## config.mk

```make
export PLATFORM = sky130hd
export DESIGN_NAME = vga_timing_gen
export DESIGN_NICKNAME = d
export VERILOG_FILES = /design/src/rtl/vga_timing_gen.sv
export SDC_FILE = /design/constraint.sdc
export NUM_CORES = 1
export LEC_CHECK = 0
export CAP_MARGIN = 15
export CORE_MARGIN = 2
export CORE_UTILIZATION = 35
export CTS_CLUSTER_DIAMETER = 50
export CTS_CLUSTER_SIZE = 16
export DETAILED_ROUTE_END_ITERATION = 8
export GPL_TIMING_DRIVEN = 0
export MAX_ROUTING_LAYER = met4
export PLACE_DENSITY = 0.61
export SETUP_SLACK_MARGIN = 0.4
export SYNTH_ARGS = -nofsm -noshare
export SYNTH_HDL_FRONTEND = slang
export SYNTH_SLANG_ARGS = --single-unit
```

## constraint.sdc

```tcl
create_clock -name vga_clk -period 2 [get_ports vga_clk]
set_input_delay 0.2 -clock vga_clk [delete_from_list [all_inputs] [get_ports vga_clk]]
set_output_delay 0.2 -clock vga_clk [all_outputs]
set_load 0.05 [all_outputs]
```

## src/rtl/vga_timing_gen.sv

```systemverilog
// VGA raster timing: counters, blank and frame pulse registered; hs/vs one pixel later.
// Latency: DrawX/DrawY/blank/frame_start update on each pix_en edge; hs/vs lag the sync windows by one pix_en edge.
// Backpressure: none. pix_en=0 freezes every register. VGA_FRAME_COUNT_EN adds frame_cnt.
module vga_timing_gen #(
  parameter int H_ACTIVE = 640,
  parameter int H_FP     = 16,
  parameter int H_SYNC   = 96,
  parameter int H_BP     = 48,
  parameter int V_ACTIVE = 480,
  parameter int V_FP     = 10,
  parameter int V_SYNC   = 2,
  parameter int V_BP     = 33
) (
  input  logic       vga_clk,
  input  logic       reset_n,
  input  logic       pix_en,
  output logic [9:0] DrawX,
  output logic [9:0] DrawY,
  output logic       blank,
  output logic       hs,
  output logic       vs,
  output logic       frame_start
`ifdef VGA_FRAME_COUNT_EN
  ,
  output logic [15:0] frame_cnt
`endif
);

  localparam int H_TOTAL = H_ACTIVE + H_FP + H_SYNC + H_BP;
  localparam int V_TOTAL = V_ACTIVE + V_FP + V_SYNC + V_BP;

  localparam logic [9:0] H_MAX      = 10'(H_TOTAL - 1);
  localparam logic [9:0] V_MAX      = 10'(V_TOTAL - 1);
  localparam logic [9:0] H_ACT      = 10'(H_ACTIVE);
  localparam logic [9:0] V_ACT      = 10'(V_ACTIVE);
  localparam logic [9:0] HS_START   = 10'(H_ACTIVE + H_FP);
  localparam logic [9:0] HS_END     = 10'(H_ACTIVE + H_FP + H_SYNC - 1);
  localparam logic [9:0] VS_START   = 10'(V_ACTIVE + V_FP);
  localparam logic [9:0] VS_END     = 10'(V_ACTIVE + V_FP + V_SYNC - 1);

  logic [9:0] hc, vc;
  logic [9:0] hc_nxt, vc_nxt;
  logic       hs_raw, vs_raw;
  logic       blank_nxt, fs_nxt;

  always_comb begin
    hc_nxt = hc;
    vc_nxt = vc;
    if (hc < H_MAX) begin
      hc_nxt = hc + 10'd1;
    end else begin
      hc_nxt = '0;
      vc_nxt = (vc == V_MAX) ? 10'd0 : vc + 10'd1;
    end
  end

  // Windows come from the current count so the registered syncs trail by one pixel.
  assign hs_raw    = (hc >= HS_START) && (hc <= HS_END);
  assign vs_raw    = (vc >= VS_START) && (vc <= VS_END);
  assign blank_nxt = (hc_nxt < H_ACT) && (vc_nxt < V_ACT);
  assign fs_nxt    = (hc_nxt == 10'd0) && (vc_nxt == 10'd0);

  always_ff @(posedge vga_clk or negedge reset_n) begin
    if (!reset_n) begin
      hc          <= H_MAX;
      vc          <= V_MAX;
      blank       <= 1'b0;
      hs          <= 1'b1;
      vs          <= 1'b1;
      frame_start <= 1'b0;
    end else if (pix_en) begin
      hc          <= hc_nxt;
      vc          <= vc_nxt;
      blank       <= blank_nxt;
      hs          <= ~hs_raw;
      vs          <= ~vs_raw;
      frame_start <= fs_nxt;
    end
  end

  assign DrawX = hc;
  assign DrawY = vc;

`ifdef VGA_FRAME_COUNT_EN
  // The frame entered straight out of reset is frame 0, so its start does not count.
  logic first_seen;

  always_ff @(posedge vga_clk or negedge reset_n) begin
    if (!reset_n) begin
      frame_cnt  <= '0;
      first_seen <= 1'b0;
    end else if (pix_en && fs_nxt) begin
      if (first_seen) frame_cnt <= frame_cnt + 16'd1;
      first_seen <= 1'b1;
    end
  end
`endif

endmodule
```

-- After elaboration in Yosys (flattened, before gate mapping)
Index checks and enable logic that the tools add are counted.
- eq/ne operators: 1
- order comparisons: 7
- multiplexer cells: 3
- reduce and logical (&&, ||, !) cells: 6
- bitwise operators: 2
- add/sub/neg operators: 2
- operators with widths (operator ; number):
    2-to-1 mux 10 bit ; 3
    adder 10 x 1 -> 10 bit (second input constant) ; 2
    zero test 10 bit ; 2
    < comparator 10 bit (second input constant) ; 2
    == test 10 bit (second input constant) ; 1
    greater-or-equal comparator 10 bit (second input constant) ; 1
    greater-or-equal comparator 10 x 9 -> 1 bit (second input constant) ; 1
    less-or-equal comparator 10 bit (second input constant) ; 1
    less-or-equal comparator 10 x 9 -> 1 bit (second input constant) ; 1
    < comparator 10 x 9 -> 1 bit (second input constant) ; 1
    logical AND 1 bit ; 4
    NOT 1 bit ; 2
- output and inout port bits: 24
- input port bits: 3
- flip-flop bits (word level): 24
- logic and storage cells: 27

-- Depth between registers and ports, before layout
Gate-level depths: netlist (run 1).
- depth in word-level cells: 5
- mapped depth: 8
- depth with buffers taken out: 8

-- Worst setup path before layout (run 1)
OpenSTA, ideal clock, no wires.
- kind: register to register
- start point: register hc[1], in the netlist DrawX[1]
- end point: register blank
- data arrival time: 2.307 ns
- data required time: 1.880 ns
- library setup time: 0.120 ns
- stages on the path, launching flop included: 7
- period minus slack after synthesis: 2.427 ns
- path slack: -0.427 ns
- cells stage by stage: dfstp_2 ha_1 nand4_4 a21o_1 or4_4 a21boi_1 a31o_1
- cells in the longest elaborated chain, start to end: 4
- elaborated cells between the ends (all ways): 7
- classes of those cells: 1 x add/sub; 3 x order compare; 2 x mux; 1 x reduce/logical
- RTL lines (what ; line ; source):
    start, declared ; 41 ; logic [9:0] hc, vc;
    start signal, assigned ; 72 ; hc <= hc_nxt;
    adder 10 x 1 -> 10 bit or < comparator 10 bit (tied branches) ; 50, 49 ;
    2-to-1 mux 10 bit ; 49 ; if (hc < H_MAX) begin
    < comparator 10 bit or < comparator 10 x 9 -> 1 bit (tied branches) ; 60 ; assign blank_nxt = (hc_nxt < H_ACT) && (vc_nxt < V_ACT);
    logical AND 1 bit (*) ; 60 ;
    end signal, assigned ; 74 ; blank <= blank_nxt;
    end, declared ; 19 ; output logic blank,
Mark *: on every way between the ends. The rest lies on a longest branch, timed or not.
A chain may end at the register's enable or synchronous reset.

-- Worst setup path in the final report (run 1)
Ends and elaborated chain as after synthesis.

==> metrics.txt, run 1 <==
status finished with violations; failing checks negative setup slack; R2R depth 6; cell count after synthesis 204; Fill cells 449; # diodes 0; vias in the first global route around 1.5k; Post-synth top cells nand2_1, o21ai_0, nor2_1; Initial Utilization 0.362; GP Congestion 0.824; final hold viol count 0; Placed Area 0.00208 sq mm; crit path capture type flop; dominant synthesized flop cell dfstp_2; final worst setup slack -0.0865 ns; Skew-Pair Late Insertion Delay 0.27 ns; MaxCap Viol Count 0; Clock power frac 0.181; CTS Hold Bufs 0; Mapped Nets between 200 and 250; antenna violations before repair 0; drt total wl approximately 4700 microns; I/O Pins 27; vias per inst approximately 5.3; dpl cells ~300; sw frac 0.428; Worst Path Buf+Inv 0; final non-filler cell total 318; Worst-path clk slew 0.09 ns; clk root buf clkbuf_8; fin crit share 1.04; maximum VDD drop 389 uV; Synth area leaders dfstp_2, dfrtp_1, o21ai_0; Crit path arrival time 2.24 ns; flops & latches, synth 24; largest net degree at the start of global routing 25; first-pass GRT wire length 7730 microns; deepest clock path buffer count 2; worst clock skew 0.00890 ns; top cell type's share of synthesized area 0.185; ys async rst share 1.00; Syn. warnings 0; number of flops mapped to enable cells by yosys 0; final net count 260; PD cells 708 mW/mm^2; H-tree depth 1; CTS Buf Count 3; die height 73.9 microns; share of cells above drive strength 1 0.319; final count of negative-setup-slack endpoints 3; Yosys cell types 49; Leak ~0.0010 uW; Congestion Overflow GR 0; drt first pass iters 4; crit path max fanout 7; kind of critical path reg -> reg; syn_area_per_cell 8.37 sq um; total track usage 0.187; number of DRC markers in iteration 0 around 150; row count 25; share of total power in sequential cells 0.388; sequential share of the synthesized area 0.360; DRC 0; Max-slew headroom 0.571; Synth-to-Final Area Change 38.5%; minimum clock period approximately 2.1 ns; CP Depth 6; Top Family by Delay on Critical Path flip-flops; Finished Core Util 0.501; largest area contributor in the netlist dfstp_2; top-count cell post-synth nand2_1; worst hold path type in -> async; Post-DRT Antenna Nets 0; Post-Layout Inst Area 0.00236 sq mm; routed vias 1691; Logic pwr share 0.431; slowest CP cell dfstp_4; Net Sw Power 717 uW; max-slew violations 0; CTS sink cnt 24; chip width 73.9 microns; core area 0.00472 sq mm; critical path required time 2.16 ns; DR WL/cell 14.6 microns; Hold WS about 0.33 ns; Port Buffers 25; hpwl dp ~3100 microns; Post-Syn Area around 0.0017 sq mm; crit path cell chain ha_4, nand4_4, a21o_4, or4_4, a21boi_4, a31o_1; Max stage delay on crit path 0.64 ns; worst slew pin tran 0.641 ns; RSZ-0062 raised after global routing yes; Int Pwr 958 uW; Max Fclk about 480 MHz; die area 0.00545 sq mm; clock tree from TritonCTS done; CP startpoint kind flop
-- sequential cells by signal, summed over array words and instances (netlist names) --
signal and flops:
DrawX 10, DrawY 10, blank 1, frame_start 1, hs 1, vs 1
-- repair_timing --
item,CTS,global route
setup endpoints to repair,46,29
cloned,1,0
setup buffers,11,5
pin swaps,13,16
resized for setup,61,23
-- per-stage QoR --
| stage | setup WS [ns] | TNS, ns | power (uW) |
|---|---|---|---|
| floorplan | -0.188 | -0.607 | 1160 |
| global placement | -0.246 | -2.25 | 1350 |
| detailed placement | -0.226 | -2.15 | 1360 |
| CTS | -0.138 | -0.241 | 1670 |
| global route | -0.149 | -0.446 | 1780 |
| finish | -0.0865 | -0.240 | 1670 |
-- layout make-up --
cell class              count  area [sq um]  area share
multi-input cells         161          1140       0.483
clock buffers               4          45.0      0.0190
plain buffers              15          88.8      0.0376
repair buffers             43           362       0.153
flip-flops and latches     24           628       0.266
inverters                   4          15.0     0.00635
well taps                  67          83.8      0.0354
-- power groups by stage --
stage / clock network [uW] / logic (uW) / registers, uW
4_1_cts: 310 / 710 / 649
3_5_place_dp: 0 / 692 / 667
3_3_place_gp: 0 / 685 / 666
2_1_floorplan: 0 / 305 / 856
6_report: 303 / 722 / 650
5_1_grt: 331 / 786 / 661
-- per-layer routing --
layer,track usage,up-vias,share of wire
met3,0.0151,6,0.037
met4,0.0525,0,0.012
met1,0.270,807,0.48
met5,-,-,0
li1,-,839,-
met2,0.279,39,0.47
-- worst paths after layout --
path | slack, ns | end | from
worst max-delay path | -0.09 | blank$_DFFE_PN0P_ | DrawX[1]$_DFFE_PN1P_
worst min-delay path | 0.33 | DrawY[0]$_DFFE_PN0P_ | reset_n
worst max register to register | -0.09 | blank$_DFFE_PN0P_ | DrawX[1]$_DFFE_PN1P_
worst min register to register | 0.49 | vs$_DFFE_PN1P_ | vs$_DFFE_PN1P_
max in group asynchronous | 1.09 | DrawX[2]$_DFFE_PN1P_ | reset_n
min in group vga_clk | 0.37 | DrawX[3]$_DFFE_PN1P_ | pix_en
-- kinds of logic after synthesis --
logic type                 Yosys count  share of synthesized area
AOI/OAI and AO/OA                   58                      0.231
xor gates and xnor gates             8                     0.0410
adders and majority gates            5                     0.0366
buffers and inverters               19                     0.0454
DFF                                 24                      0.360
and+or+nand+nor                     90                      0.286
-- layout by cell type, fill, tap and decap left out, types with 5 or more instances in the layout --
cell type | Yosys | final
and3_1 | 7 | 7
clkbuf_2 | 0 | 5
nand3_1 | 13 | 11
buf_2 | 5 | 5
dfrtp_1 | 12 | 8
xnor2_1 | 6 | 5
buf_4 | 0 | 15
a21oi_1 | 9 | 7
dlygate4sd2_1 | 0 | 17
o21ai_0 | 24 | 19
dfstp_2 | 12 | 10
nor2_1 | 18 | 17
nand2_1 | 25 | 20
clkbuf_1 | 9 | 6
(Power assumes the default switching activity.)
==> inputs of run 2 (changes only) <==
--- a/config.mk
+++ b/config.mk
@@ -13,7 +13,7 @@
 export DETAILED_ROUTE_END_ITERATION = 8
 export GPL_TIMING_DRIVEN = 0
 export MAX_ROUTING_LAYER = met4
-export PLACE_DENSITY = 0.61
+export PLACE_DENSITY = 0.59
 export SETUP_SLACK_MARGIN = 0.4
 export SYNTH_ARGS = -nofsm -noshare
 export SYNTH_HDL_FRONTEND = slang
==> constraint.sdc (replaced) <==
create_clock -name vga_clk -period 2.2 [get_ports vga_clk]
set_input_delay 0.22 -clock vga_clk [delete_from_list [all_inputs] [get_ports vga_clk]]
set_output_delay 0.22 -clock vga_clk [all_outputs]
set_load 0.05 [all_outputs]
==> run 2 against run 1 <==
The run now ends clean. Clock-buffer cell count fell by 1. First-iteration DRC count fell by 5.9%. Power shrank 0.23%. Via count decreased by 1.5%. Sequential share of layout area up 0.35 points. Non-clock buffer count fell by 6. Clock skew hardly changed. Global-route usage increased by 0.47 points. Worst setup slack better by 0.19 ns. Highest routed layer unchanged.
==> metrics.txt, run 2 (same netlist as run 1, synthesis figures left out) <==
most frequent cells in the layout nand2_1, o21ai_0, nor2_1; hpwl dp 3230 microns (+3.5%); first-pass GRT wire length 7730 microns (unchanged); Max Fclk 477 MHz (-0.49%); total track usage 0.191 (+0.00469); antenna violations before repair 0 (unchanged); drt first pass iters 4 (unchanged); Finished Core Util 0.493 (-0.00742); clk root buf clkbuf_8; fin crit share 0.953 (-0.0902); I/O Pins 27 (unchanged); share of cells above drive strength 1 0.269 (-0.0493); Congestion Overflow GR 0 (unchanged); crit path max fanout 7 (unchanged); worst slew pin tran 0.628 ns (-0.0127 ns); Register Area 627 sq um (-0.20%); vias in the first global route 1456 (-5.6%); Max-slew headroom 0.580 (+0.00851); Worst-path clk slew 0.10 ns (about the same); max-slew violations 0 (unchanged); drt total wl 4650 microns (-0.17%); Max stage delay on crit path 0.65 ns (about the same); crit path cell chain ha_4, nand4_4, a21o_4, or4_4, o2111ai_2, a211oi_2, a31o_1; largest net degree at the start of global routing 25 (unchanged); deepest clock path buffer count 2 (unchanged); final net count 254 (-2.3%); Crit path arrival time 2.28 ns (+0.04 ns); final count of negative-setup-slack endpoints 0 (-3); Skew-Pair Late Insertion Delay 0.28 ns (about the same); clock tree from TritonCTS done; GP Congestion 0.842 (+2.2%); multi-input combinational cell area 0.00111 sq mm (-2.4%); die area 0.00545 sq mm (unchanged); slowest CP cell dfstp_4; Port Buffers 25 (unchanged); R2R depth 7 (+1); core area 0.00472 sq mm (unchanged); CTS sink cnt 24 (unchanged); die height 73.9 microns (unchanged); worst hold path type in -> async; vias per inst 5.34 (+0.42%); crit path capture type flop; TNS Setup 0 ns (+0.240 ns); RSZ-0062 raised after global routing yes; status complete, no violations; chip width 73.9 microns (unchanged); Initial Utilization 0.362 (unchanged); final hold viol count 0 (unchanged); # diodes 0 (unchanged); critical path required time 2.38 ns (+0.22 ns); worst clock skew 0.00865 ns (-0.000248 ns); MaxCap Viol Count 0 (unchanged); maximum VDD drop 348 uV (-11%); Leak 0.000962 uW (-3.3%); DRC 0 (unchanged); minimum clock period 2.10 ns (+0.0103 ns); H-tree depth 1 (unchanged); DR WL/cell 14.9 microns (+1.7%); CTS Buf Count 3 (unchanged); CTS Hold Bufs 0 (unchanged); Post-DRT Antenna Nets 0 (unchanged); CP startpoint kind flop; number of DRC markers in iteration 0 143 (-5.9%); commonest non-fill, non-tap cell in the layout nand2_1; row count 25 (unchanged); PD cells 717 mW/mm^2 (+1.3%); Synth-to-Final Area Change 36.4%; kind of critical path reg -> reg; routed vias 1666 (-1.5%); Fill cells 466 (+3.8%)
==> run 2: cell count changes in the layout (fill, tap and decap cells not counted), moves of 2 or more <==
| cell | previous run | this run |
|---|---|---|
| clkdlybuf4s50_1 | 1 | 7 |
| buf_4 | 15 | 11 |
| dlygate4sd2_1 | 17 | 14 |
| nand2_2 | 4 | 1 |
| buf_2 | 5 | 3 |
| clkbuf_1 | 6 | 4 |
| clkdlybuf4s15_2 | 2 | 0 |
| dlymetal6s2s_1 | 0 | 2 |
| nand2_1 | 20 | 22 |
| o21ai_1 | 4 | 2 |
==> run 2: layer usage <==
metal,vias up,track usage,part of all wire
li1,829,-,-
met1,788,0.286,0.49
met2,43,0.274,0.46
met3,6,0.0165,0.028
met4,0,0.0545,0.016
met5,-,-,0
==> run 2: repair_timing <==
action | in CTS | in global routing
setup buffers | 6 | 4
pin swaps | 8 | 6
gates cloned | 1 | 0
resized for setup | 29 | 27
setup endpoints to repair | 35 | 22
==> run 2: layout make-up <==
cell class                      instances  area share
Sequential cell                        24       0.269
Clock buffer                            3      0.0177
Inverter                                4     0.00644
Multi-Input combinational cell        161       0.479
Clock inverter                          1      0.0129
Tap cell                               67      0.0360
Timing Repair Buffer                   37       0.143
Buffer                                 15      0.0360
==> run 2: path summary, 6_finish.rpt <==
kind	from	to	slack, ns
min in group vga_clk	pix_en	DrawX[3]$_DFFE_PN1P_	0.38
setup reg to reg	DrawX[0]$_DFFE_PN1P_	frame_start$_DFFE_PN0P_	0.10
setup / recovery	DrawX[0]$_DFFE_PN1P_	frame_start$_DFFE_PN0P_	0.10
hold reg to reg	hs$_DFFE_PN1P_	hs$_DFFE_PN1P_	0.49
hold / removal	reset_n	DrawY[1]$_DFFE_PN0P_	0.33
max in group asynchronous	reset_n	DrawX[2]$_DFFE_PN1P_	1.29
==> run 2: power by group <==
| group | leakage (uW) | total, uW | switching [uW] | internal (uW) |
|---|---|---|---|---|
| clock network | 0.0000357 | 409 | 165 | 244 |
| registers | 0.000288 | 590 | 62.3 | 528 |
| logic | 0.000638 | 672 | 446 | 225 |
==> run 2: per-stage QoR <==
| stage | setup WS (ns) | power [uW] | hold slack, ns | instances | area, sq um |
|---|---|---|---|---|---|
| 2_1_floorplan | 0.0125 | 1050 | -0.0756 | 204 | 1740 |
| 3_3_place_gp | -0.0418 | 1230 | 0.479 | 296 | 2080 |
| 3_5_place_dp | -0.0272 | 1240 | 0.481 | 296 | 2080 |
| 4_1_cts | 0.0736 | 1660 | 0.335 | 307 | 2240 |
| 5_1_grt | 0.0515 | 1760 | 0.371 | 312 | 2330 |
| 6_report | 0.103 | 1670 | 0.333 | 312 | 2330 |
==> run 2: worst max-delay path: cells and delay by family, from the launching register on <==
kind / cells / cell delay (ns)
flip-flops: 1 / 0.65
AND/OR/NAND/NOR: 2 / 0.54
AO/OA/AOI/OAI: 4 / 0.65
adder cells (fa/ha/maj): 1 / 0.16
==> inputs of run 3 (changes only) <==
--- a/config.mk
+++ b/config.mk
@@ -11,10 +11,11 @@
 export CTS_CLUSTER_DIAMETER = 50
 export CTS_CLUSTER_SIZE = 16
 export DETAILED_ROUTE_END_ITERATION = 8
-export GPL_TIMING_DRIVEN = 0
+export HOLD_SLACK_MARGIN = 0.03
 export MAX_ROUTING_LAYER = met4
 export PLACE_DENSITY = 0.59
 export SETUP_SLACK_MARGIN = 0.4
 export SYNTH_ARGS = -nofsm -noshare
 export SYNTH_HDL_FRONTEND = slang
 export SYNTH_SLANG_ARGS = --single-unit
+export TNS_END_PERCENT = 20
==> run 3 against run 2 <==
Clock skew shrank 0.0051 ns. Clock-buffer cell count rose by 1. Wire length rose by 1.3%. Via count rose by 0.48%. Fmax down 0.85%. Flip-flop and latch count stayed put. Sequential power about the same. Final cell count rose by 1.6%. Critical path type unchanged. Largest power group unchanged.
==> metrics.txt, run 3 (same netlist as run 1, synthesis figures left out) <==
H-tree depth 1 (unchanged); Port Buffers 26 (+4.0%); Post-DRT Antenna Nets 0 (unchanged); clk root buf clkbuf_8; drt total wl 4710 microns (+1.3%); CP startpoint kind flop; Initial Utilization 0.362 (unchanged); I/O Pins 27 (unchanged); Congestion Overflow GR 0 (unchanged); most frequent cells in the layout buf_4, nand2_1, o21ai_0; total track usage 0.186 (-0.00571); Hold WS 0.299 ns (-0.0344 ns); deepest clock path buffer count 2 (unchanged); RSZ-0062 raised after global routing yes; clock tree from TritonCTS done; row count 25 (unchanged); CTS Buf Count 3 (unchanged); TNS Setup 0 ns (unchanged); R2R Path Start DrawX[0]$_DFFE_PN1P_; chip width 73.9 microns (unchanged); antenna violations before repair 0 (unchanged); worst slew pin tran 0.510 ns (-0.118 ns); commonest non-fill, non-tap cell in the layout buf_4; max-slew violations 0 (unchanged); hpwl dp 3390 microns (+4.8%); Skew-Pair Late Insertion Delay 0.27 ns (about the same); critical path required time 2.41 ns (+0.03 ns); Worst-path clk slew 0.09 ns (about the same); Post-Layout Inst Area 0.00237 sq mm (+1.6%); status complete, no violations; DRC 0 (unchanged); fin crit share 0.961 (+0.00813); minimum clock period 2.11 ns (+0.0179 ns); largest net degree at the start of global routing 25 (unchanged); GP Congestion 0.857 (+1.8%); final hold viol count 0 (unchanged); vias per inst 5.28 (-1.1%); Finished Core Util 0.501 (+0.00795); die height 73.9 microns (unchanged); Place WS 0.0946 ns (+0.122 ns); CTS sink cnt 24 (unchanged); final net count 259 (+2.0%); Max-slew headroom 0.659 (+0.0788); worst clock skew 0.00353 ns (-0.00512 ns); number of DRC markers in iteration 0 194 (+36%); final worst setup slack 0.0853 ns (-0.0179 ns); maximum VDD drop 366 uV (+5.2%); MaxCap Viol Count 0 (unchanged); crit path capture type flop; crit path max fanout 5 (-2); Synth-to-Final Area Change 38.6%; worst hold path type in -> async; routed vias 1674 (+0.48%); Max Fclk 473 MHz (-0.85%); CP startpoint DrawX[0]$_DFFE_PN1P_; vias in the first global route 1452 (-0.27%); Placed Area 0.00220 sq mm (+5.7%); die area 0.00545 sq mm (unchanged); share of cells above drive strength 1 0.264 (-0.00539); Leak 0.000942 uW (-2.1%); first-pass GRT wire length 7650 microns (-1.1%); drt first pass iters 5 (+1); DR WL/cell 14.8 microns (-0.28%); CTS Hold Bufs 0 (unchanged); final count of negative-setup-slack endpoints 0 (unchanged); kind of critical path reg -> reg; # diodes 0 (unchanged); core area 0.00472 sq mm (unchanged); PD cells 685 mW/mm^2 (-4.5%); Crit path arrival time 2.32 ns (+0.04 ns)
-- run 3: cell count changes in the layout (fill, tap and decap cells not counted), sizes merged --
| cell | previous run | this run |
|---|---|---|
| bufinv | 1 | 0 |
| clkbuf | 15 | 4 |
| dlygate4sd2 | 14 | 1 |
| clkdlybuf4s50 | 7 | 22 |
| clkdlybuf4s15 | 1 | 0 |
| buf | 16 | 31 |
| dlymetal6s2s | 2 | 3 |
-- run 3: layout make-up --
| class | count | area, sq um |
|---|---|---|
| fill | 452 | 2360 |
| multi-input combinational | 161 | 1070 |
| sequential | 24 | 627 |
| timing repair buffer | 57 | 515 |
| tap | 67 | 83.8 |
| clock buffer | 4 | 55.1 |
| inverter | 4 | 15.0 |
-- run 3: report_power, final --
| part | total (uW) | internal (uW) | switching [uW] |
|---|---|---|---|
| Combinational | 714 | 266 | 448 |
| Sequential | 589 | 528 | 61.0 |
| Clock | 318 | 160 | 158 |
-- run 3: worst max-delay path, stage by stage (launching register included) --
cell and delay [ns]:
dfstp_4 0.65, ha_4 0.15, nand4_4 0.12, buf_4 0.18, a21oi_4 0.14, buf_6 0.14, o2bb2ai_1 0.14, o2111ai_2 0.14
a211oi_1 0.23, a31o_1 0.18
-- run 3: path summary, 6_finish.rpt --
path	to	slack (ns)	depth (start not counted)
max reg2reg	frame_start$_DFFE_PN0P_	0.09	9
min	DrawX[7]$_DFFE_PN0P_	0.30	2
max	frame_start$_DFFE_PN0P_	0.09	9
min in group vga_clk	hs$_DFFE_PN1P_	0.49	2
max in group asynchronous	DrawX[4]$_DFFE_PN1P_	1.62	2
min reg2reg	hs$_DFFE_PN1P_	0.49	2
-- run 3: through the flow --
step,power [uW],std cells
floorplan,1050,204
global placement,1290,306
detailed placement,1290,306
CTS,1630,312
global route,1720,317
finish,1620,317
-- run 3: what timing repair did --
action	in CTS	in global routing
pin swaps	3	0
resized for setup	4	10
setup buffers	2	5
hold endpoints to repair	0	0
endpoints found under the setup margin	30	37
-- run 3: metal layers --
metal / up-vias / routed length [microns] / global-route usage
li1: 835 / - / -
met3: 4 / 222 / 0.0233
met4: 0 / 47 / 0.0424
met5: - / 0 / -
met2: 49 / 2080 / 0.263
met1: 786 / 2360 / 0.279
